--- config.mk ---
export PLATFORM = sky130hd
export DESIGN_NAME = bus_ac_worker_flat
export DESIGN_NICKNAME = d
export VERILOG_FILES = /design/src/rtl/bus_ac_worker_if.sv /design/src/rtl/bus_ac_worker.sv /design/src/flat_wrapper.sv
export SDC_FILE = /design/constraint.sdc
export NUM_CORES = 1
export LEC_CHECK = 0
export CORE_UTILIZATION = 50
export CTS_BUF_LIST = sky130_fd_sc_hd__clkbuf_4
export CTS_CLUSTER_DIAMETER = 200
export DETAILED_ROUTE_END_ITERATION = 12
export PLACE_DENSITY = 0.67
export SLEW_MARGIN = 15
export SYNTH_ARGS = -nofsm -noshare
export SYNTH_HDL_FRONTEND = slang
export SYNTH_SLANG_ARGS = --single-unit
--- constraint.sdc ---
create_clock -name i_Bus_Clk -period 3.65 [get_ports i_Bus_Clk]
set_input_delay 0.73 -clock i_Bus_Clk [delete_from_list [all_inputs] [get_ports i_Bus_Clk]]
set_output_delay 0.73 -clock i_Bus_Clk [all_outputs]
set_load 0.02 [all_outputs]
--- src/rtl/bus_ac_worker_if.sv ---
// Shared 16-bit register bus between the bus master and the autoclear worker.
// Signal names follow the worker's original port names.
interface bus_ac_worker_if;
  logic        i_Bus_CS;
  logic        i_Bus_Wr_Rd_n;
  logic [3:0]  i_Bus_Addr8;
  logic [15:0] i_Bus_Wr_Data;
  logic [15:0] o_Bus_Rd_Data;
  logic        o_Bus_Rd_DV;

  modport master (
    output i_Bus_CS, i_Bus_Wr_Rd_n, i_Bus_Addr8, i_Bus_Wr_Data,
    input  o_Bus_Rd_Data, o_Bus_Rd_DV
  );

  modport slave (
    input  i_Bus_CS, i_Bus_Wr_Rd_n, i_Bus_Addr8, i_Bus_Wr_Data,
    output o_Bus_Rd_Data, o_Bus_Rd_DV
  );
endinterface

--- src/rtl/bus_ac_worker.sv ---
// Timed job engine downstream of the bus autoclear block: per-channel countdown
// jobs driven by start levels, with delay/status/counter registers on the bus.
module bus_ac_worker #(
  parameter int unsigned g_CHANNELS      = 2,
  parameter logic [15:0] g_DEFAULT_DELAY = 16'd10
) (
  input  logic                  i_Bus_Clk,
  input  logic                  i_Bus_Rst_L,
  bus_ac_worker_if.slave        bus_if,
  input  logic [g_CHANNELS-1:0] i_Start,
  output logic [g_CHANNELS-1:0] o_Done,
  output logic                  o_Busy
);

  typedef enum logic [1:0] {
    ST_IDLE = 2'd0,
    ST_RUN  = 2'd1,
    ST_DONE = 2'd2
  } state_t;

  state_t      state_q [g_CHANNELS];
  state_t      state_d [g_CHANNELS];
  logic [15:0] cnt_q   [g_CHANNELS];
  logic [15:0] cnt_d   [g_CHANNELS];
  logic [15:0] delay_q [g_CHANNELS];
  logic [15:0] delay_d [g_CHANNELS];
  logic [15:0] done_cnt_q, done_cnt_d;
  logic [15:0] abort_cnt_q, abort_cnt_d;
  logic [15:0] rd_data_q, rd_data_d;
  logic        rd_dv_q, rd_dv_d;

  logic [2:0]  word;
  logic        wr_en;
  logic        rd_en;
  logic [2:0]  done_inc;
  logic [2:0]  abort_inc;
  logic        unused_addr0;

  always_comb begin
    word  = bus_if.i_Bus_Addr8[3:1];
    wr_en = bus_if.i_Bus_CS & bus_if.i_Bus_Wr_Rd_n;
    rd_en = bus_if.i_Bus_CS & ~bus_if.i_Bus_Wr_Rd_n;
  end

  assign unused_addr0 = bus_if.i_Bus_Addr8[0];

  // Per-channel job FSM; completion/abort events are tallied for the counters.
  always_comb begin
    done_inc  = '0;
    abort_inc = '0;
    for (int unsigned n = 0; n < g_CHANNELS; n++) begin
      state_d[n] = state_q[n];
      cnt_d[n]   = cnt_q[n];
      case (state_q[n])
        ST_IDLE: begin
          if (i_Start[n]) begin
            state_d[n] = ST_RUN;
            cnt_d[n]   = delay_q[n];
          end
        end
        ST_RUN: begin
          if (!i_Start[n]) begin
            state_d[n] = ST_IDLE;
            abort_inc  = abort_inc + 3'd1;
          end else if (cnt_q[n] != '0) begin
            cnt_d[n] = cnt_q[n] - 16'd1;
          end else begin
            state_d[n] = ST_DONE;
            done_inc   = done_inc + 3'd1;
          end
        end
        ST_DONE: begin
          if (!i_Start[n]) state_d[n] = ST_IDLE;
        end
        default: state_d[n] = ST_IDLE;
      endcase
    end
  end

  // Clear is applied before this cycle's increment, so a simultaneous
  // clear and completion leaves the counter at the increment.
  always_comb begin
    for (int unsigned n = 0; n < g_CHANNELS; n++) begin
      delay_d[n] = delay_q[n];
      if (wr_en && (word == 3'(n))) delay_d[n] = bus_if.i_Bus_Wr_Data;
    end
    done_cnt_d  = ((wr_en && (word == 3'd7) && bus_if.i_Bus_Wr_Data[0]) ? '0 : done_cnt_q)
                  + 16'(done_inc);
    abort_cnt_d = ((wr_en && (word == 3'd7) && bus_if.i_Bus_Wr_Data[1]) ? '0 : abort_cnt_q)
                  + 16'(abort_inc);
  end

  always_comb begin
    rd_dv_d   = rd_en;
    rd_data_d = '0;
    if (rd_en) begin
      case (word)
        3'd0, 3'd1, 3'd2, 3'd3: begin
          for (int unsigned n = 0; n < g_CHANNELS; n++) begin
            if (word == 3'(n)) rd_data_d = delay_q[n];
          end
        end
        3'd4: begin
          for (int unsigned n = 0; n < g_CHANNELS; n++) begin
            rd_data_d[n]     = (state_q[n] == ST_RUN);
            rd_data_d[8 + n] = (state_q[n] == ST_DONE);
          end
        end
        3'd5:    rd_data_d = done_cnt_q;
        3'd6:    rd_data_d = abort_cnt_q;
        default: rd_data_d = '0;
      endcase
    end
  end

  always_comb begin
    o_Done = '0;
    o_Busy = 1'b0;
    for (int unsigned n = 0; n < g_CHANNELS; n++) begin
      o_Done[n] = (state_q[n] == ST_DONE);
      o_Busy    = o_Busy | (state_q[n] == ST_RUN);
    end
  end

  assign bus_if.o_Bus_Rd_Data = rd_data_q;
  assign bus_if.o_Bus_Rd_DV   = rd_dv_q;

  always_ff @(posedge i_Bus_Clk or negedge i_Bus_Rst_L) begin
    if (!i_Bus_Rst_L) begin
      for (int unsigned n = 0; n < g_CHANNELS; n++) begin
        state_q[n] <= ST_IDLE;
        cnt_q[n]   <= '0;
        delay_q[n] <= g_DEFAULT_DELAY;
      end
      done_cnt_q  <= '0;
      abort_cnt_q <= '0;
      rd_data_q   <= '0;
      rd_dv_q     <= 1'b0;
    end else begin
      for (int unsigned n = 0; n < g_CHANNELS; n++) begin
        state_q[n] <= state_d[n];
        cnt_q[n]   <= cnt_d[n];
        delay_q[n] <= delay_d[n];
      end
      done_cnt_q  <= done_cnt_d;
      abort_cnt_q <= abort_cnt_d;
      rd_data_q   <= rd_data_d;
      rd_dv_q     <= rd_dv_d;
    end
  end

endmodule

--- src/flat_wrapper.sv ---
// flat-port wrapper written by rule: the top's interface ports become plain ports
module bus_ac_worker_flat 
#(
  parameter int unsigned g_CHANNELS      = 2,
  parameter logic [15:0] g_DEFAULT_DELAY = 16'd10
)
  (i_Bus_Clk, i_Bus_Rst_L, i_Start, o_Done, o_Busy, bus_if_i_Bus_CS, bus_if_i_Bus_Wr_Rd_n, bus_if_i_Bus_Addr8, bus_if_i_Bus_Wr_Data, bus_if_o_Bus_Rd_Data, bus_if_o_Bus_Rd_DV);
  bus_ac_worker_if bus_if_i ();
  input  logic i_Bus_Clk;
  input  logic i_Bus_Rst_L;
  input  logic [g_CHANNELS-1:0] i_Start;
  output logic [g_CHANNELS-1:0] o_Done;
  output logic o_Busy;
  input wire logic [$bits(bus_if_i.i_Bus_CS)-1:0] bus_if_i_Bus_CS;
  input wire logic [$bits(bus_if_i.i_Bus_Wr_Rd_n)-1:0] bus_if_i_Bus_Wr_Rd_n;
  input wire logic [$bits(bus_if_i.i_Bus_Addr8)-1:0] bus_if_i_Bus_Addr8;
  input wire logic [$bits(bus_if_i.i_Bus_Wr_Data)-1:0] bus_if_i_Bus_Wr_Data;
  output wire logic [$bits(bus_if_i.o_Bus_Rd_Data)-1:0] bus_if_o_Bus_Rd_Data;
  output wire logic [$bits(bus_if_i.o_Bus_Rd_DV)-1:0] bus_if_o_Bus_Rd_DV;
  assign bus_if_i.i_Bus_CS = bus_if_i_Bus_CS;
  assign bus_if_i.i_Bus_Wr_Rd_n = bus_if_i_Bus_Wr_Rd_n;
  assign bus_if_i.i_Bus_Addr8 = bus_if_i_Bus_Addr8;
  assign bus_if_i.i_Bus_Wr_Data = bus_if_i_Bus_Wr_Data;
  assign bus_if_o_Bus_Rd_Data = bus_if_i.o_Bus_Rd_Data;
  assign bus_if_o_Bus_Rd_DV = bus_if_i.o_Bus_Rd_DV;
  bus_ac_worker #(.g_CHANNELS(g_CHANNELS), .g_DEFAULT_DELAY(g_DEFAULT_DELAY)) u_core (.i_Bus_Clk(i_Bus_Clk), .i_Bus_Rst_L(i_Bus_Rst_L), .bus_if(bus_if_i), .i_Start(i_Start), .o_Done(o_Done), .o_Busy(o_Busy));
endmodule
==> impl_metrics.sql, run 1 <==
INSERT INTO impl_metrics (metric_group, metric, value, unit) VALUES
('outcome', 'run_status', 'complete, no violations', ''),
('floorplan', 'top_level_ports', '46', ''),
('sta', 'post-route-period-util', '89.52', '%'),
('grt', 'antenna_found_initial', '0', ''),
('clocking', 'post_cts.resized_instances', '0', ''),
('layout', 'fin_nets', '714', ''),
('power', 'pwr_cell_area', '513.4', 'mW/mm2'),
('place', 'detailed_place_hpwl', '11460', 'um'),
('synthesis', 'postSynthCellCount', '627', ''),
('critical_path', 'r2r_setup_slack', '0.38', 'ns'),
('floorplan', 'fp.dieH', '112.8', 'um'),
('grt', 'vias_in_the_first_global_route', '4940', ''),
('layout', 'post_route_cells_drive_above_1_share', '16.11', '%'),
('job', 'max_cap_violations', '0', ''),
('detailed_routing', 'firstDrtPassIters', '4', ''),
('detailed_routing', 'route.detailed.drc', '0', ''),
('sta', 'final-max-slew-violation-count', '0', ''),
('min_path', 'hold_path.class', 'input port to async pin', ''),
('sta', 'final.setup.tns', '0', 'ns'),
('critical_path', 'timing.rr.end', 'u_core.done_cnt_q[10]$_DFF_PN0_', ''),
('synthesis', 'synth_common_cells', '113 x dfrtp_1, 83 x nor2_1, 52 x mux2_2, 38 x o21ai_0, 37 x a21oi_1', ''),
('clocking', 'clock_sinks', '117', ''),
('detailed_routing', 'route.detailed.vias_per_inst', '6.036', ''),
('grt', 'global_route.overflow_total', '0', ''),
('synthesis', 'post-synth-top-count-cell', 'dfrtp_1', ''),
('floorplan', 'start_util', '51.14', '%'),
('detailed_routing', 'antenna_violating_nets_post_route', '0', ''),
('sta', 'maxClockFrequency', '0.3060', 'GHz'),
('critical_path', 'reg2regPathDepth', '12', ''),
('critical_path', 'critical-path-slowest-cell', 'nor4_1', ''),
('floorplan', 'placeableCoreArea', '0.01201', 'mm2'),
('synthesis', 'area_share_of_the_largest_cell_type_after_synthesis', '46.04', '%'),
('sta', 'post-route-min-period', '3.267', 'ns'),
('layout', 'antennaDiodeCount', '0', ''),
('synthesis', 'synth_area_per_cell', '9.796', 'um2'),
('power', 'power.total', '3.647', 'mW'),
('place', 'port_buffer_count', '44', ''),
('sta', 'slew_headroom', '29.05', '%'),
('grt', 'grt_first_pass_wirelength', '25270', 'um'),
('clocking', 'path_clk_slew', '0.10', 'ns'),
('detailed_routing', 'drt_iter0_markers', '319', ''),
('power', 'power_leakage', '3.056', 'nW'),
('detailed_routing', 'avgRoutedWirePerCell', '19.23', 'um'),
('sta', 'clock-skew-final', '0.01782', 'ns'),
('clocking', 'worst_skew_pair.late_latency', '0.56', 'ns'),
('synthesis', 'postSynthRegisterBits', '117', ''),
('synthesis', 'synthArstFlopShare', '100.0', '%'),
('clocking', 'cts_root_buffer', 'clkbuf_4', ''),
('clocking', 'tritoncts.num_buffers', '17', ''),
('floorplan', 'placementRows', '40', ''),
('power', 'peakVddDrop', '0.3376', 'mV'),
('critical_path', 'required_time_worst_endpoint', '4.14', 'ns'),
('critical_path', 'critical_path.endpoint_type', 'register', ''),
('critical_path', 'worst_stage_delay_on_the_critical_path', '0.50', 'ns'),
('sta', 'finalSetupViolations', '0', ''),
('grt', 'globalRouteTotalUtil', '26.66', '%'),
('synthesis', 'synth-main-ff-cell', 'dfrtp_1', ''),
('synthesis', 'netlist-cell-type-count', '52', ''),
('floorplan', 'fp.dieArea', '0.01273', 'mm2'),
('clocking', 'tritoncts_clock_tree', 'yes', ''),
('synthesis', 'synthesis.area', '0.006142', 'mm2'),
('synthesis', 'netlist.top_cell.by_area', 'dfrtp_1', ''),
('critical_path', 'worst_ep_arrival_time', '3.76', 'ns'),
('layout', 'fillerInstances', '1048', ''),
('synthesis', 'synth_seq_area_share', '47.75', '%'),
('sta', 'report.final.hold_viol_count', '0', ''),
('critical_path', 'cell_by_cell_trace_of_the_critical_path', 'nor4_1, nand4_1, nor2_1, ha_1, mux2_2, ha_1, inv_1, fa_1, nor3_1, nand2_1, xor2_1, nor2_1', ''),
('critical_path', 'cp_max_fo', '6', ''),
('detailed_routing', 'wl', '16070', 'um'),
('floorplan', 'die_w', '112.8', 'um'),
('synthesis', 'syn-num-nets', '665', '');
==> registers in the layout, indices dropped and copies added (netlist names) <==
name,flops
u_core.bus_if.o_Bus_Rd_Data,16
u_core.delay_q,32
u_core.done_cnt_q,16
u_core.bus_if.o_Bus_Rd_DV,1
u_core.abort_cnt_q,16
u_core.cnt_q,32
u_core.state_q,4
==> stage by stage <==
stage	cell area, um2	utilization, %	instances	worst slack, ns
after floorplan	6142	-	627	0.6260
after global placement	6794	56.56	804	0.2329
after detailed placement	6794	56.56	804	0.1938
after CTS	7104	59.15	836	0.3424
after global routing	7104	59.15	836	0.1238
final	7104	59.15	836	0.3825
==> cell usage in the layout (no fill, tap or decap), types with 18 or more instances in the layout <==
master,n
dfrtp_1,113
nor2_1,83
mux2_2,52
clkdlybuf4s50_1,43
o21ai_0,38
a21oi_1,37
nand2_1,35
xor2_1,20
clkbuf_4,20
buf_4,20
a22oi_1,18
==> kinds of logic (layout without fill, tap and decap cells) <==
kind of cell	Yosys count	after routing	share of synthesized area, %
flip-flops	117	117	47.75
buffers and inverters	51	113	3.198
adder cells (fa/ha/maj)	12	12	2.689
XOR/XNOR	24	24	3.422
AO/OA/AOI/OAI	144	144	14.89
multiplexers	55	55	10.02
AND/OR/NAND/NOR	224	224	18.03
==> worst max-delay path, delay by kind of cell, from the launching register on <==
| family | cells | cell delay [ns] |
|---|---|---|
| adder cells (fa/ha/maj) | 3 | 0.77 |
| XOR/XNOR | 1 | 0.16 |
| multiplexers | 1 | 0.14 |
| flip-flops | 1 | 0.44 |
| AND/OR/NAND/NOR | 6 | 1.63 |
| buffers and inverters | 1 | 0.06 |
==> worst max path at each step <==
stage,startpoint,slack [ns],endpoint,cells after the start
2_1_floorplan,bus_if_i_Bus_Addr8[2],0.63,u_core.abort_cnt_q[15]$_DFF_PN0_,12
3_3_place_gp,i_Start[1],0.23,u_core.abort_cnt_q[12]$_DFF_PN0_,11
3_5_place_dp,i_Start[1],0.19,u_core.abort_cnt_q[14]$_DFF_PN0_,11
4_1_cts,u_core.cnt_q[27]$_DFFE_PN0P_,0.34,u_core.done_cnt_q[10]$_DFF_PN0_,12
5_1_grt,u_core.cnt_q[27]$_DFFE_PN0P_,0.12,u_core.done_cnt_q[10]$_DFF_PN0_,12
6_report,u_core.cnt_q[27]$_DFFE_PN0P_,0.38,u_core.done_cnt_q[10]$_DFF_PN0_,12
==> layer usage <==
layer / part of all wire, % / track usage, % / vias to the layer above
met5: 0 / 0 / -
met3: 4.1 / 5.785 / 35
met2: 48 / 44.07 / 145
met4: 2.7 / 11.38 / 0
li1: - / - / 2353
met1: 45 / 33.92 / 2513
==> power breakdown <==
part	internal (mW)	switching, mW	leakage (nW)	total (mW)
Sequential	1.53	0.237	1.50	1.77
Clock	0.554	0.491	0.165	1.05
Combinational	0.390	0.447	1.39	0.837
Total	2.47	1.17	3.06	3.65
==> area by class of cell <==
| cell class | instances | area, um2 | area share [%] |
|---|---|---|---|
| inverters | 17 | 63.81 | 0.8982 |
| clock inverters | 12 | 160.2 | 2.254 |
| well taps | 147 | 183.9 | 2.589 |
| flip-flops and latches | 117 | 2933 | 41.28 |
| clock buffers | 20 | 150.1 | 2.113 |
| multi-input cells | 459 | 3013 | 42.41 |
| repair buffers | 64 | 600.6 | 8.454 |
No activity file was read; power rests on OpenSTA's default activity.
==> run 2, diff against run 1 <==
--- a/config.mk
+++ b/config.mk
@@ -9,8 +9,8 @@
 export CTS_BUF_LIST = sky130_fd_sc_hd__clkbuf_4
 export CTS_CLUSTER_DIAMETER = 200
 export DETAILED_ROUTE_END_ITERATION = 12
-export PLACE_DENSITY = 0.67
-export SLEW_MARGIN = 15
+export PLACE_DENSITY_LB_ADDON = 0.3
+export SLEW_MARGIN = 20
 export SYNTH_ARGS = -nofsm -noshare
 export SYNTH_HDL_FRONTEND = slang
 export SYNTH_SLANG_ARGS = --single-unit
==> run 2 against run 1 <==
Against the previous run:
- wire length shrank 3.4%
- largest cell class unchanged
- register-to-register slack hardly changed
- sequential cell count stayed put
- combinational power down 1%
- critical endpoint unchanged
- fmax about the same
- cell area unchanged
- via count shrank 0.85%
- global-route usage down 0.74 points
- worst hold slack got worse by 0.0062 ns
- non-clock buffer count shrank 1
- sequential share of layout area unchanged
- cell count decreased by 0.12%
==> impl_metrics.sql, run 2 (synthesized netlist as in run 1, its figures left out) <==
INSERT INTO impl_metrics (metric_group, metric, value, unit) VALUES
('floorplan', 'start_util', '51.14', '%'),
('clocking', 'worst_skew_pair.late_latency', '0.52', 'ns'),
('critical_path', 'crit_end', 'u_core.done_cnt_q[10]$_DFF_PN0_', ''),
('layout', 'fin_area', '0.007104', 'mm2'),
('critical_path', 'critical-path-slowest-cell', 'or3b_2', ''),
('detailed_routing', 'antenna_violating_nets_post_route', '0', ''),
('place', 'placement.setup.worst_slack', '0.1663', 'ns'),
('grt', 'global_route.overflow_total', '0', ''),
('critical_path', 'required_time_worst_endpoint', '4.03', 'ns'),
('clocking', 'clock_sinks', '117', ''),
('sta', 'maxClockFrequency', '0.3062', 'GHz'),
('sta', 'hold_slack', '0.1928', 'ns'),
('critical_path', 'worst_stage_delay_on_the_critical_path', '0.44', 'ns'),
('critical_path', 'critPathBufInv', '2', ''),
('floorplan', 'top_level_ports', '46', ''),
('sta', 'rsz0062_at_grt', 'false', ''),
('critical_path', 'cp_max_fo', '4', ''),
('place', 'port_buffer_count', '44', ''),
('grt', 'grt_start_max_net_pins', '72', ''),
('critical_path', 'cell_by_cell_trace_of_the_critical_path', 'inv_1, ha_1, or3b_2, nor4_1, ha_1, mux2_2, ha_1, inv_1, fa_1, nor3_1, nand2_1, xor2_1, nor2_1', ''),
('sta', 'timing.final.ws_setup', '0.3837', 'ns'),
('clocking', 'htree_num_levels', '4', ''),
('grt', 'vias_in_the_first_global_route', '4878', ''),
('clocking', 'tritoncts_clock_tree', 'yes', ''),
('layout', 'antennaDiodeCount', '0', ''),
('sta', 'clock-skew-final', '0.01523', 'ns'),
('power', 'netSwitchingFraction', '32.50', '%'),
('critical_path', 'worst_ep_arrival_time', '3.65', 'ns'),
('critical_path', 'critical_path.endpoint_type', 'register', ''),
('layout', 'largest_registers', 'u_core.cnt_q x32, u_core.delay_q x32', ''),
('clocking', 'tritoncts.num_buffers', '17', ''),
('clocking', 'hold_buffer_count_at_cts', '0', ''),
('detailed_routing', 'dr_total_vias', '5003', ''),
('sta', 'report.final.hold_viol_count', '0', ''),
('clocking', 'cts_setup_buffers', '0', ''),
('floorplan', 'fp.dieArea', '0.01273', 'mm2'),
('outcome', 'run_status', 'complete, no violations', ''),
('detailed_routing', 'wl', '15530', 'um'),
('sta', 'slew_headroom', '39.06', '%'),
('critical_path', 'startpoint', 'u_core.cnt_q[0]$_DFFE_PN0P_', ''),
('critical_path', 'timing.rr.end', 'u_core.done_cnt_q[10]$_DFF_PN0_', ''),
('critical_path', 'r2r_setup_slack', '0.38', 'ns'),
('grt', 'antenna_found_initial', '0', ''),
('layout', 'final_cell_mix', '113 x dfrtp_1, 83 x nor2_1, 52 x mux2_2', ''),
('critical_path', 'worst_path_most_repeated_cell', 'ha_1', ''),
('sta', 'timing_worst_slew_pin_value', '0.9057', 'ns'),
('power', 'cell_internal_pwr', '2.450', 'mW'),
('sta', 'finalSetupViolations', '0', ''),
('critical_path', 'worst_r2r_startpoint', 'u_core.cnt_q[0]$_DFFE_PN0P_', ''),
('clocking', 'post_cts.resized_instances', '0', ''),
('floorplan', 'fp.dieH', '112.8', 'um'),
('detailed_routing', 'avgRoutedWirePerCell', '18.59', 'um'),
('place', 'place_congestion', '0.8741', ''),
('layout', 'layout_commonest_cell', 'dfrtp_1', ''),
('clocking', 'path_clk_slew', '0.11', 'ns'),
('min_path', 'hold_path.class', 'input port to async pin', ''),
('layout', 'post_route_cells_drive_above_1_share', '16.72', '%'),
('detailed_routing', 'route.detailed.drc', '0', ''),
('floorplan', 'placeableCoreArea', '0.01201', 'mm2'),
('sta', 'final.setup.tns', '0', 'ns'),
('sta', 'post-route-min-period', '3.266', 'ns'),
('grt', 'globalRouteTotalUtil', '25.92', '%'),
('job', 'max_cap_violations', '0', ''),
('sta', 'final-max-slew-violation-count', '0', ''),
('power', 'peakVddDrop', '0.3636', 'mV'),
('detailed_routing', 'route.detailed.vias_per_inst', '5.992', ''),
('critical_path', 'reg2regPathDepth', '13', ''),
('floorplan', 'placementRows', '40', ''),
('detailed_routing', 'firstDrtPassIters', '5', ''),
('power', 'p_sw', '1.180', 'mW'),
('place', 'detailed_place_hpwl', '11120', 'um'),
('critical_path', 'cp.depth', '13', ''),
('clocking', 'cts_max_path_buffers', '2', ''),
('grt', 'grt_first_pass_wirelength', '25100', 'um'),
('layout', 'fin_nets', '713', ''),
('critical_path', 'worst_path_dominant_cell_family', 'simple AND/OR/NAND/NOR gates', ''),
('clocking', 'cts_root_buffer', 'clkbuf_4', ''),
('power', 'power.combinational.fraction', '22.7', '%'),
('layout', 'syn_to_final_growth', '15.67', '%'),
('power', 'p_clk_share', '28.5', '%'),
('power', 'pwr_cell_area', '510.9', 'mW/mm2'),
('power', 'pwr-share-seq', '48.7', '%'),
('sta', 'post-route-period-util', '89.49', '%'),
('floorplan', 'die_w', '112.8', 'um'),
('critical_path', 'critical_path_class', 'register to register', ''),
('power', 'power_leakage', '3.046', 'nW'),
('place', 'placed_cell_area', '0.006787', 'mm2'),
('critical_path', 'start_kind', 'register', ''),
('detailed_routing', 'drt_iter0_markers', '337', ''),
('power', 'power.total', '3.630', 'mW');
run 2: through the flow:
stage / utilization, % / cells
5_1_grt: 59.15 / 835
6_report: 59.15 / 835
2_1_floorplan: - / 627
3_3_place_gp: 56.50 / 803
3_5_place_dp: 56.50 / 803
4_1_cts: 59.13 / 835
run 2: worst min-delay path by stage:
stage | slack (ns) | from | endpoint | depth (start not counted)
final | 0.19 | i_Bus_Rst_L | u_core.cnt_q[13]$_DFFE_PN0P_ | 1
after global routing | 0.22 | i_Bus_Rst_L | u_core.cnt_q[14]$_DFFE_PN0P_ | 1
after CTS | 0.19 | i_Bus_Rst_L | u_core.cnt_q[14]$_DFFE_PN0P_ | 1
after detailed placement | 0.51 | u_core.cnt_q[22]$_DFFE_PN0P_ | u_core.cnt_q[22]$_DFFE_PN0P_ | 2
after global placement | 0.49 | u_core.cnt_q[30]$_DFFE_PN0P_ | u_core.cnt_q[30]$_DFFE_PN0P_ | 2
after floorplan | 0.43 | i_Bus_Rst_L | u_core.abort_cnt_q[0]$_DFF_PN0_ | 0
run 2: power by group through the flow:
stage / sequential (mW) / combinational, mW / clock (mW)
after global routing: 1.80 / 0.923 / 1.12
final: 1.77 / 0.825 / 1.04
after global placement: 1.77 / 0.784 / 0
after floorplan: 1.71 / 0.577 / 0
after detailed placement: 1.78 / 0.819 / 0
after CTS: 1.76 / 0.823 / 1.06
run 2: layer usage:
| layer | routed length [um] | vias up | GRT usage [%] |
|---|---|---|---|
| met1 | 6622 | 2465 | 33.46 |
| met5 | 0 | - | 0 |
| met4 | 459 | 0 | 10.40 |
| li1 | - | 2351 | - |
| met3 | 742 | 28 | 5.088 |
| met2 | 7702 | 159 | 43.05 |
run 2: final cells by class:
| class | instances | area (um2) |
|---|---|---|
| fill | 1016 | 4907 |
| multi-input combinational | 459 | 3015 |
| sequential | 117 | 2933 |
| timing repair buffer | 63 | 593.1 |
| clock inverter | 15 | 187.7 |
| tap | 147 | 183.9 |
| clock buffer | 17 | 127.6 |
| inverter | 17 | 63.81 |
==> run 3, diff against run 2 <==
==> constraint.sdc (replaced) <==
create_clock -name i_Bus_Clk -period 4.1 [get_ports i_Bus_Clk]
set_input_delay 0.82 -clock i_Bus_Clk [delete_from_list [all_inputs] [get_ports i_Bus_Clk]]
set_output_delay 0.82 -clock i_Bus_Clk [all_outputs]
set_load 0.02 [all_outputs]
==> run 3 against run 2 <==
Against the previous run:
- core utilization barely moved
- sequential share of layout area barely moved
- via count rose by 0.38%
- global-route usage rose by 0.084 points
- wire length fell by 0.15%
- first-iteration DRC count rose by 10%
- register-to-register slack improved by 0.47 ns
- die area did not move
- clock power barely moved
- clock-buffer cell count did not move
==> impl_metrics.sql, run 3 (synthesized netlist as in run 1, its figures left out) <==
INSERT INTO impl_metrics (metric_group, metric, value, unit) VALUES
('sta', 'hold_slack', '0.4217', 'ns'),
('critical_path', 'cp.depth', '12', ''),
('critical_path', 'timing.rr.end', 'u_core.done_cnt_q[12]$_DFF_PN0_', ''),
('sta', 'rsz0062_at_grt', 'false', ''),
('floorplan', 'placeableCoreArea', '0.01201', 'mm2'),
('critical_path', 'critPathBufInv', '1', ''),
('floorplan', 'placementRows', '40', ''),
('layout', 'final-instance-count-excl-fill', '831', ''),
('detailed_routing', 'route.detailed.vias_per_inst', '6.043', ''),
('place', 'port_buffer_count', '44', ''),
('sta', 'timing_worst_slew_pin_value', '1.069', 'ns'),
('clocking', 'hold_buffer_count_at_cts', '0', ''),
('critical_path', 'worst_path_dominant_cell_family', 'simple AND/OR/NAND/NOR gates', ''),
('layout', 'antennaDiodeCount', '0', ''),
('min_path', 'hold_path.class', 'input port to async pin', ''),
('sta', 'clock-skew-final', '0.02230', 'ns'),
('layout', 'syn_to_final_growth', '15.69', '%'),
('critical_path', 'critical_path_class', 'register to register', ''),
('power', 'peakVddDrop', '0.3052', 'mV'),
('grt', 'global_route.overflow_total', '0', ''),
('clocking', 'post_cts.resized_instances', '0', ''),
('critical_path', 'required_time_worst_endpoint', '4.47', 'ns'),
('sta', 'finalSetupViolations', '0', ''),
('critical_path', 'critical-path-slowest-cell', 'nor4_1', ''),
('detailed_routing', 'drt_iter0_markers', '371', ''),
('clocking', 'tritoncts_clock_tree', 'yes', ''),
('clocking', 'cts_root_buffer', 'clkbuf_4', ''),
('layout', 'largest_registers', 'u_core.cnt_q x32, u_core.delay_q x32', ''),
('floorplan', 'top_level_ports', '46', ''),
('critical_path', 'cp_max_fo', '6', ''),
('grt', 'globalRouteTotalUtil', '26.00', '%'),
('critical_path', 'critical_path.endpoint_type', 'register', ''),
('clocking', 'worst_skew_pair.late_latency', '0.52', 'ns'),
('critical_path', 'worst_r2r_startpoint', 'u_core.cnt_q[19]$_DFFE_PN0P_', ''),
('clocking', 'cts_setup_buffers', '0', ''),
('sta', 'maxClockFrequency', '0.3084', 'GHz'),
('critical_path', 'cell_by_cell_trace_of_the_critical_path', 'nor4_1, nand4_1, nor2_1, ha_1, mux2_2, ha_1, inv_1, fa_1, nor3_1, nand2_1, xor2_1, nor2_1', ''),
('power', 'pwr_cell_area', '471.0', 'mW/mm2'),
('floorplan', 'die_w', '112.8', 'um'),
('detailed_routing', 'dr_total_vias', '5022', ''),
('critical_path', 'start_kind', 'register', ''),
('layout', 'fin_nets', '709', ''),
('grt', 'grt_start_max_net_pins', '72', ''),
('sta', 'report.final.hold_viol_count', '0', ''),
('floorplan', 'start_util', '51.14', '%'),
('outcome', 'run_status', 'complete, no violations', ''),
('sta', 'final-max-slew-violation-count', '0', ''),
('detailed_routing', 'wl', '15500', 'um'),
('clocking', 'tritoncts.num_buffers', '17', ''),
('sta', 'post-route-period-util', '79.08', '%'),
('sta', 'final.setup.tns', '0', 'ns'),
('critical_path', 'worst_ep_arrival_time', '3.61', 'ns'),
('place', 'dp_cells', '799', ''),
('power', 'power.total', '3.347', 'mW'),
('floorplan', 'fp.dieH', '112.8', 'um'),
('sta', 'slew_headroom', '28.60', '%'),
('detailed_routing', 'avgRoutedWirePerCell', '18.66', 'um'),
('sta', 'timing.final.ws_setup', '0.8578', 'ns'),
('clocking', 'clock_sinks', '117', ''),
('job', 'max_cap_violations', '0', ''),
('detailed_routing', 'firstDrtPassIters', '5', ''),
('detailed_routing', 'route.detailed.drc', '0', ''),
('layout', 'post_route_cells_drive_above_1_share', '15.94', '%'),
('critical_path', 'reg2regPathDepth', '12', ''),
('place', 'placement.setup.worst_slack', '0.4730', 'ns'),
('clocking', 'htree_num_levels', '4', ''),
('place', 'placed_cell_area', '0.006744', 'mm2'),
('grt', 'grt_first_pass_wirelength', '25180', 'um'),
('place', 'place_congestion', '0.8658', ''),
('sta', 'post-route-min-period', '3.242', 'ns'),
('clocking', 'path_clk_slew', '0.11', 'ns'),
('layout', 'layout_commonest_cell', 'dfrtp_1', ''),
('layout', 'final_core_utilization', '59.16', '%'),
('place', 'detailed_place_hpwl', '11020', 'um'),
('layout', 'fin_area', '0.007106', 'mm2'),
('grt', 'vias_in_the_first_global_route', '4915', ''),
('power', 'power_leakage', '3.044', 'nW'),
('critical_path', 'worst_stage_delay_on_the_critical_path', '0.54', 'ns'),
('detailed_routing', 'antenna_violating_nets_post_route', '0', ''),
('floorplan', 'fp.dieArea', '0.01273', 'mm2'),
('layout', 'final_cell_mix', '113 x dfrtp_1, 83 x nor2_1, 52 x mux2_2', ''),
('critical_path', 'r2r_setup_slack', '0.86', 'ns'),
('grt', 'antenna_found_initial', '0', ''),
('clocking', 'cts_max_path_buffers', '2', '');
-- run 3: cell types whose count changed in the layout (fill, tap and decap cells not counted) --
| cell | delta |
|---|---|
| buf_12 | -1 |
| buf_4 | -3 |
| bufinv_16 | +2 |
| clkinv_1 | +1 |
| clkinv_2 | -2 |
| clkinv_4 | -1 |
| clkinvlp_4 | -1 |
| inv_6 | +1 |
| nor2b_1 | +1 |
| nor2b_2 | -1 |
-- run 3: layer usage --
layer / track usage (%) / vias to the layer above / wire (um)
met2: 43.05 / 158 / 7490
met1: 33.05 / 2491 / 6774
met3: 5.570 / 24 / 762
met4: 11.20 / 0 / 476
li1: - / 2349 / -
met5: 0 / - / 0
-- run 3: area by class of cell --
class,count,area (um2)
fillers,994,4906
multi-input cells,459,3013
flip-flops and latches,117,2933
repair buffers,59,550.5
clock inverters,15,234.0
well taps,147,183.9
clock buffers,17,127.6
inverters,17,63.81
-- run 3: worst max path at each step --
stage / start / to / slack, ns
6_report: u_core.cnt_q[19]$_DFFE_PN0P_ / u_core.done_cnt_q[12]$_DFF_PN0_ / 0.86
5_1_grt: u_core.cnt_q[19]$_DFFE_PN0P_ / u_core.done_cnt_q[12]$_DFF_PN0_ / 0.47
4_1_cts: u_core.cnt_q[7]$_DFFE_PN0P_ / u_core.done_cnt_q[12]$_DFF_PN0_ / 0.85
3_5_place_dp: i_Start[0] / u_core.done_cnt_q[12]$_DFF_PN0_ / 0.47
3_3_place_gp: i_Start[0] / u_core.done_cnt_q[10]$_DFF_PN0_ / 0.55
2_1_floorplan: bus_if_i_Bus_Addr8[2] / u_core.abort_cnt_q[15]$_DFF_PN0_ / 0.99
-- run 3: where the power goes --
part / total (mW) / switching (mW) / internal [mW]
sequential: 1.57 / 0.211 / 1.36
combinational: 0.719 / 0.385 / 0.334
clock: 1.06 / 0.455 / 0.600
total: 3.35 / 1.05 / 2.30
==> variant 1, RTL diff (flow settings as in run 2) <==
`g_CHANNELS` is set to 2 in 2 places; all go to 4.
--- a/src/rtl/bus_ac_worker.sv
+++ b/src/rtl/bus_ac_worker.sv
@@ -1,7 +1,7 @@
 // Timed job engine downstream of the bus autoclear block: per-channel countdown
 // jobs driven by start levels, with delay/status/counter registers on the bus.
 module bus_ac_worker #(
-  parameter int unsigned g_CHANNELS      = 2,
+  parameter int unsigned g_CHANNELS      = 4,
   parameter logic [15:0] g_DEFAULT_DELAY = 16'd10
 ) (
   input  logic                  i_Bus_Clk,
--- a/src/flat_wrapper.sv
+++ b/src/flat_wrapper.sv
@@ -1,7 +1,7 @@
 // flat-port wrapper written by rule: the top's interface ports become plain ports
 module bus_ac_worker_flat 
 #(
-  parameter int unsigned g_CHANNELS      = 2,
+  parameter int unsigned g_CHANNELS      = 4,
   parameter logic [15:0] g_DEFAULT_DELAY = 16'd10
 )
   (i_Bus_Clk, i_Bus_Rst_L, i_Start, o_Done, o_Busy, bus_if_i_Bus_CS, bus_if_i_Bus_Wr_Rd_n, bus_if_i_Bus_Addr8, bus_if_i_Bus_Wr_Data, bus_if_o_Bus_Rd_Data, bus_if_o_Bus_Rd_DV);
Interface: changed (resized i_Start and o_Done); port bits go from 46 to 50. The function was not compared with the original's and may differ.
==> variant 1 against run 2 <==
  * The flow now finishes with violations (setup timing)
  * Routed wire length grew 72%
  * Worst setup slack lost 0.75 ns
  * Design area grew 67%
  * Synthesized area grew 62%
  * Combinational power grew 79%
  * Sequential cell count grew 68
  * Total power grew 50%
  * Maximum frequency shrank 19%
  * Sequential share of layout area shrank 2.2 points
  * Utilization grew 1.9 points
  * Synthesized cell count grew 55%
  * Critical path type unchanged
==> variant 1: results (changes against run 2) <==
status=complete, but fails checks (was completed); failing checks=setup timing; Routed WL=26800 um (was 15500 um); clock-pin slew of the registers on the worst-case setup and hold paths=0.16 ns (was 0.11 ns); switching portion of total power=33.8% (was 32.5%); setup ws final=-0.371 ns (was 0.384 ns); M2 GR Usage=44.0% (was 43.0%); actual slew at the worst max-slew pin=0.840 ns (was 0.906 ns); Synth top cells by count=dfrtp_1, nor2_1, a21oi_1 (was dfrtp_1, nor2_1, mux2_2); leakage power=5.07 nW (was 3.05 nW); FILL cells=1626 (was 1016); maximum VDD drop=276 uV (was 364 uV); Iter 0 DRT Violations=653 (was 337); Post-Syn Nets=1018 (was 665); latest clock arrival within the worst-skew pair=0.60 ns (was 0.52 ns); depth of the most critical reg-to-reg path=17 (was 13); number of global-route vias before repair=7766 (was 4878); global-route wire length before repair=42400 um (was 25100 um); GPL Wtd Cong=0.881 (was 0.874); Setup TNS Final=-3.86 ns (was 0 ns); synth top area cells=dfrtp_1, mux2_2, nor2_1, a21oi_1, mux4_2 (was dfrtp_1, mux2_2, nor2_1, o21ai_0, a21oi_1); sequential power=0.00283 W (was 0.00177 W); Vias=8163 (was 5003); postcts setup bufs=8 (was 0); R2R Path End=u_core.done_cnt_q[13] (was u_core.done_cnt_q[10]); Total Routing Usage GR=28.0% (was 25.9%); Register Area=4640 um^2 (was 2930 um^2); clk cell area share=2.23% (was 4.44%); port bufs=48 (was 44); antenna violations before repair=1 (was 0); sequential fraction of the synthesis area=46.8% (was 47.7%); GR Layer Usage met1=37.4% (was 33.5%); Clk network pwr share=20.8% (was 28.5%); buffer share of cell area=10.8% (was 8.35%); DP HPWL=19100 um (was 11100 um); Seq cells post-synth=185 (was 117); met3 Use GR=5.03% (was 5.09%); biggest regs=u_core.cnt_q x64, u_core.delay_q x64 (was u_core.cnt_q x32, u_core.delay_q x32); Logic inverters=23 (was 17); Core Area=19500 um^2 (was 12000 um^2); Min Hold Slack=0.184 ns (was 0.193 ns); Hold WC Path Type=in2async (unchanged); Clock buffer cells=18 (was 17); Synth cell types=64 (was 52); Final Net Count=1138 (was 713); share of post-route cells with drive strength above 1=25.0% (was 16.7%); reg2reg start=u_core.cnt_q[56] (was u_core.cnt_q[0]); total of max-cap violations=0 (unchanged); Worst Skew=0.0228 ns (was 0.0152 ns); area occupied by multi-input gates=5270 um^2 (was 3020 um^2); pin count of the biggest net entering global routing=100 (was 72); n_diodes=1 (was 0); Post-CTS Resized=17 (was 0); Signal buffers=150 (was 63); Multi-input comb cells=713 (was 459); worst-path fanout max=5 (was 4); # setup viols final=14 (was 0); Worst Path Arrival=4.54 ns (was 3.65 ns); Placed Area=11300 um^2 (was 6790 um^2)
## variant 1: changes by cell type after synthesis, sizes merged, moves of 11 or more
cell   before  now
nor3       12   23
nand2      35   61
mux4        0   16
mux2i       3   21
o21ai      39   72
a21oi      37   72
mux2       52   69
nor2       83   98
dfrtp     113  177
## variant 1: stage by stage
step / worst slack, ns / total power, W / util (%) / std cells
detailed placement: -0.634 / 0.00431 / 58.2 / 1326
global placement: -0.535 / 0.00425 / 58.2 / 1326
floorplan: -0.433 / 0.00363 / - / 970
global route: -0.467 / 0.00575 / 61.0 / 1368
CTS: -0.471 / 0.00543 / 60.4 / 1365
finish: -0.371 / 0.00545 / 61.0 / 1368
## variant 1: routing by layer
| metal | share of wire [%] | wire length, um |
|---|---|---|
| met1 | 43 | 11600 |
| met5 | 0 | 0 |
| met2 | 48 | 12900 |
| met3 | 4.8 | 1290 |
| met4 | 3.8 | 1010 |
## variant 1: kinds of logic after synthesis
group                    share of synthesized area [%]
AO/OA/AOI/OAI                                     15.9
XOR/XNOR                                          2.38
adder cells (fa/ha/maj)                           2.67
buffers and inverters                             2.94
flip-flops                                        46.8
multiplexers                                      13.6
AND/OR/NAND/NOR                                   15.7
## variant 1: critical path, cell delays in order (launching register included)
cell and delay, ns:
dfrtp_1 0.40, or4_4 0.54, nand2b_4 0.16, or3_4 0.33, nor2_2 0.09, ha_1 0.24, nand3_2 0.09, o21ai_4 0.09
ha_4 0.22, mux2_4 0.27, ha_4 0.22, mux2_4 0.28, ha_4 0.26, a21o_1 0.16, a21oi_4 0.09, nor4bb_2 0.31
xnor2_1 0.16, nor2_1 0.05
==> variant 2, RTL diff (config.mk and constraints of run 2) <==
Made on the original files. Register the input `i_Start` before use, cleared by the reset. The logic sees it one clock later. The other inputs are not delayed to match.
--- a/src/rtl/bus_ac_worker.sv
+++ b/src/rtl/bus_ac_worker.sv
@@ -17,6 +17,16 @@
     ST_RUN  = 2'd1,
     ST_DONE = 2'd2
   } state_t;
+
+  logic [g_CHANNELS-1:0] i_Start_q;
+
+  always_ff @(posedge i_Bus_Clk or negedge i_Bus_Rst_L) begin
+    if (!i_Bus_Rst_L) begin
+      i_Start_q <= '0;
+    end else begin
+      i_Start_q <= i_Start;
+    end
+  end
 
   state_t      state_q [g_CHANNELS];
   state_t      state_d [g_CHANNELS];
@@ -53,13 +63,13 @@
       cnt_d[n]   = cnt_q[n];
       case (state_q[n])
         ST_IDLE: begin
-          if (i_Start[n]) begin
+          if (i_Start_q[n]) begin
             state_d[n] = ST_RUN;
             cnt_d[n]   = delay_q[n];
           end
         end
         ST_RUN: begin
-          if (!i_Start[n]) begin
+          if (!i_Start_q[n]) begin
             state_d[n] = ST_IDLE;
             abort_inc  = abort_inc + 3'd1;
           end else if (cnt_q[n] != '0) begin
@@ -70,7 +80,7 @@
           end
         end
         ST_DONE: begin
-          if (!i_Start[n]) state_d[n] = ST_IDLE;
+          if (!i_Start_q[n]) state_d[n] = ST_IDLE;
         end
         default: state_d[n] = ST_IDLE;
       endcase
Formal check against the unedited RTL: not equivalent (Yosys sat finds a counterexample within 4 cycles, from zero or initial values and one cycle with i_Bus_Rst_L low).
==> variant 2 against run 2 <==
  * Design area grew 1.8%
  * Largest power group unchanged
  * Highest routed layer unchanged
  * Total power grew 7.5%
  * Utilization grew 0.79 points
  * Sequential power grew 8%
  * Worst hold slack lost 0.027 ns
  * Sequential cell count grew 2
  * Worst setup slack lost 0.17 ns
  * Combinational power grew 15%
  * Synthesized area grew 1.3%
  * Routed wire length grew 0.32%
  * Clock power is essentially flat
==> variant 2: results (changes against run 2) <==
status=completed (unchanged); share of post-route cells with drive strength above 1=17.3% (was 16.7%); depth of the most critical reg-to-reg path=14 (was 13); vias per inst=5.82 (was 5.99); Slowest-stage cell, CP=or4_1 (was or3b_2); XOR/XNOR share of the synthesized area=3.80% (was 3.42%); met1 WL=6730 um (was 6620 um); Post-Syn Nets=666 (was 665); Worst Skew=0.0158 ns (was 0.0152 ns); crit path capture=u_core.done_cnt_q[14] (was u_core.done_cnt_q[10]); relative slew slack=32.0% (was 39.1%); Logic inverters=21 (was 17); Worst Path Arrival=3.83 ns (was 3.65 ns); Synth cell types=60 (was 52); final clock period utilization by the worst path=94.2% (was 89.5%); worst-path fanout max=6 (was 4); Total Routing Usage GR=26.1% (was 25.9%); sequential fraction of the synthesis area=47.9% (was 47.7%); pre-CTS setup slack=0.151 ns (was 0.166 ns); sequential portion of the cell area=41.3% (about the same); met2 wire len=7590 um (was 7700 um); reg2reg setup slack=0.21 ns (was 0.38 ns); GR Layer Usage met1=33.2% (was 33.5%); final non-filler cell total=861 (was 835); slowest stage delay, CP=0.59 ns (was 0.44 ns); synth top area cells=dfrtp_1, mux2_2, nor2_1, o21ai_0, a21oi_1 (unchanged); Multi-input comb cells=456 (was 459); GPL Wtd Cong=0.882 (was 0.874); leakage power=3.08 nW (was 3.05 nW); DP HPWL=11300 um (was 11100 um); Synth top cells by count=dfrtp_1, nor2_1, mux2_2 (unchanged); Seq Cell Count=119 (was 117); Syn Area/Cell=9.89 um^2 (was 9.80 um^2); Routed WL=15600 um (was 15500 um); Int Pwr=0.00259 W (was 0.00245 W); compound-cell area share of the yosys netlist=14.5% (was 14.9%); Final Net Count=717 (was 713); Met3 Wirelength=808 um (was 742 um); num tapcells=168 (was 147); Net Switching=0.00131 W (was 0.00118 W); Clock buffer cells=20 (was 17); Final Instance Area=7230 um^2 (was 7100 um^2); buffer share of cell area=8.41% (was 8.35%); crit path from=u_core.cnt_q[23] (was u_core.cnt_q[0])
==> variant 2: cell types whose count changed after synthesis, sizes merged, moves of 4 or more <==
cell	run 2	this run
clkbuf	30	24
or3	6	2
o21ai	39	50
xor2	20	15
buf	4	9
nand2	35	42
xnor2	4	12
o21a	7	2
inv	17	21
==> variant 2: worst min-delay path by stage <==
stage                                 from               endpoint  slack [ns]  cells past startpoint
final                          i_Bus_Rst_L      u_core.delay_q[4]        0.17                      1
after floorplan                i_Bus_Rst_L  u_core.abort_cnt_q[0]        0.43                      0
after detailed placement  u_core.cnt_q[26]       u_core.cnt_q[26]        0.52                      2
after global routing           i_Bus_Rst_L     u_core.delay_q[21]        0.17                      1
after global placement    u_core.cnt_q[12]       u_core.cnt_q[12]        0.49                      2
after CTS                      i_Bus_Rst_L      u_core.delay_q[4]        0.16                      1
==> variant 2: timing repair <==
item / CTS / global route
setup buffers: 0 / 0
resized for setup: 0 / 4
setup endpoints to repair: 0 / 2
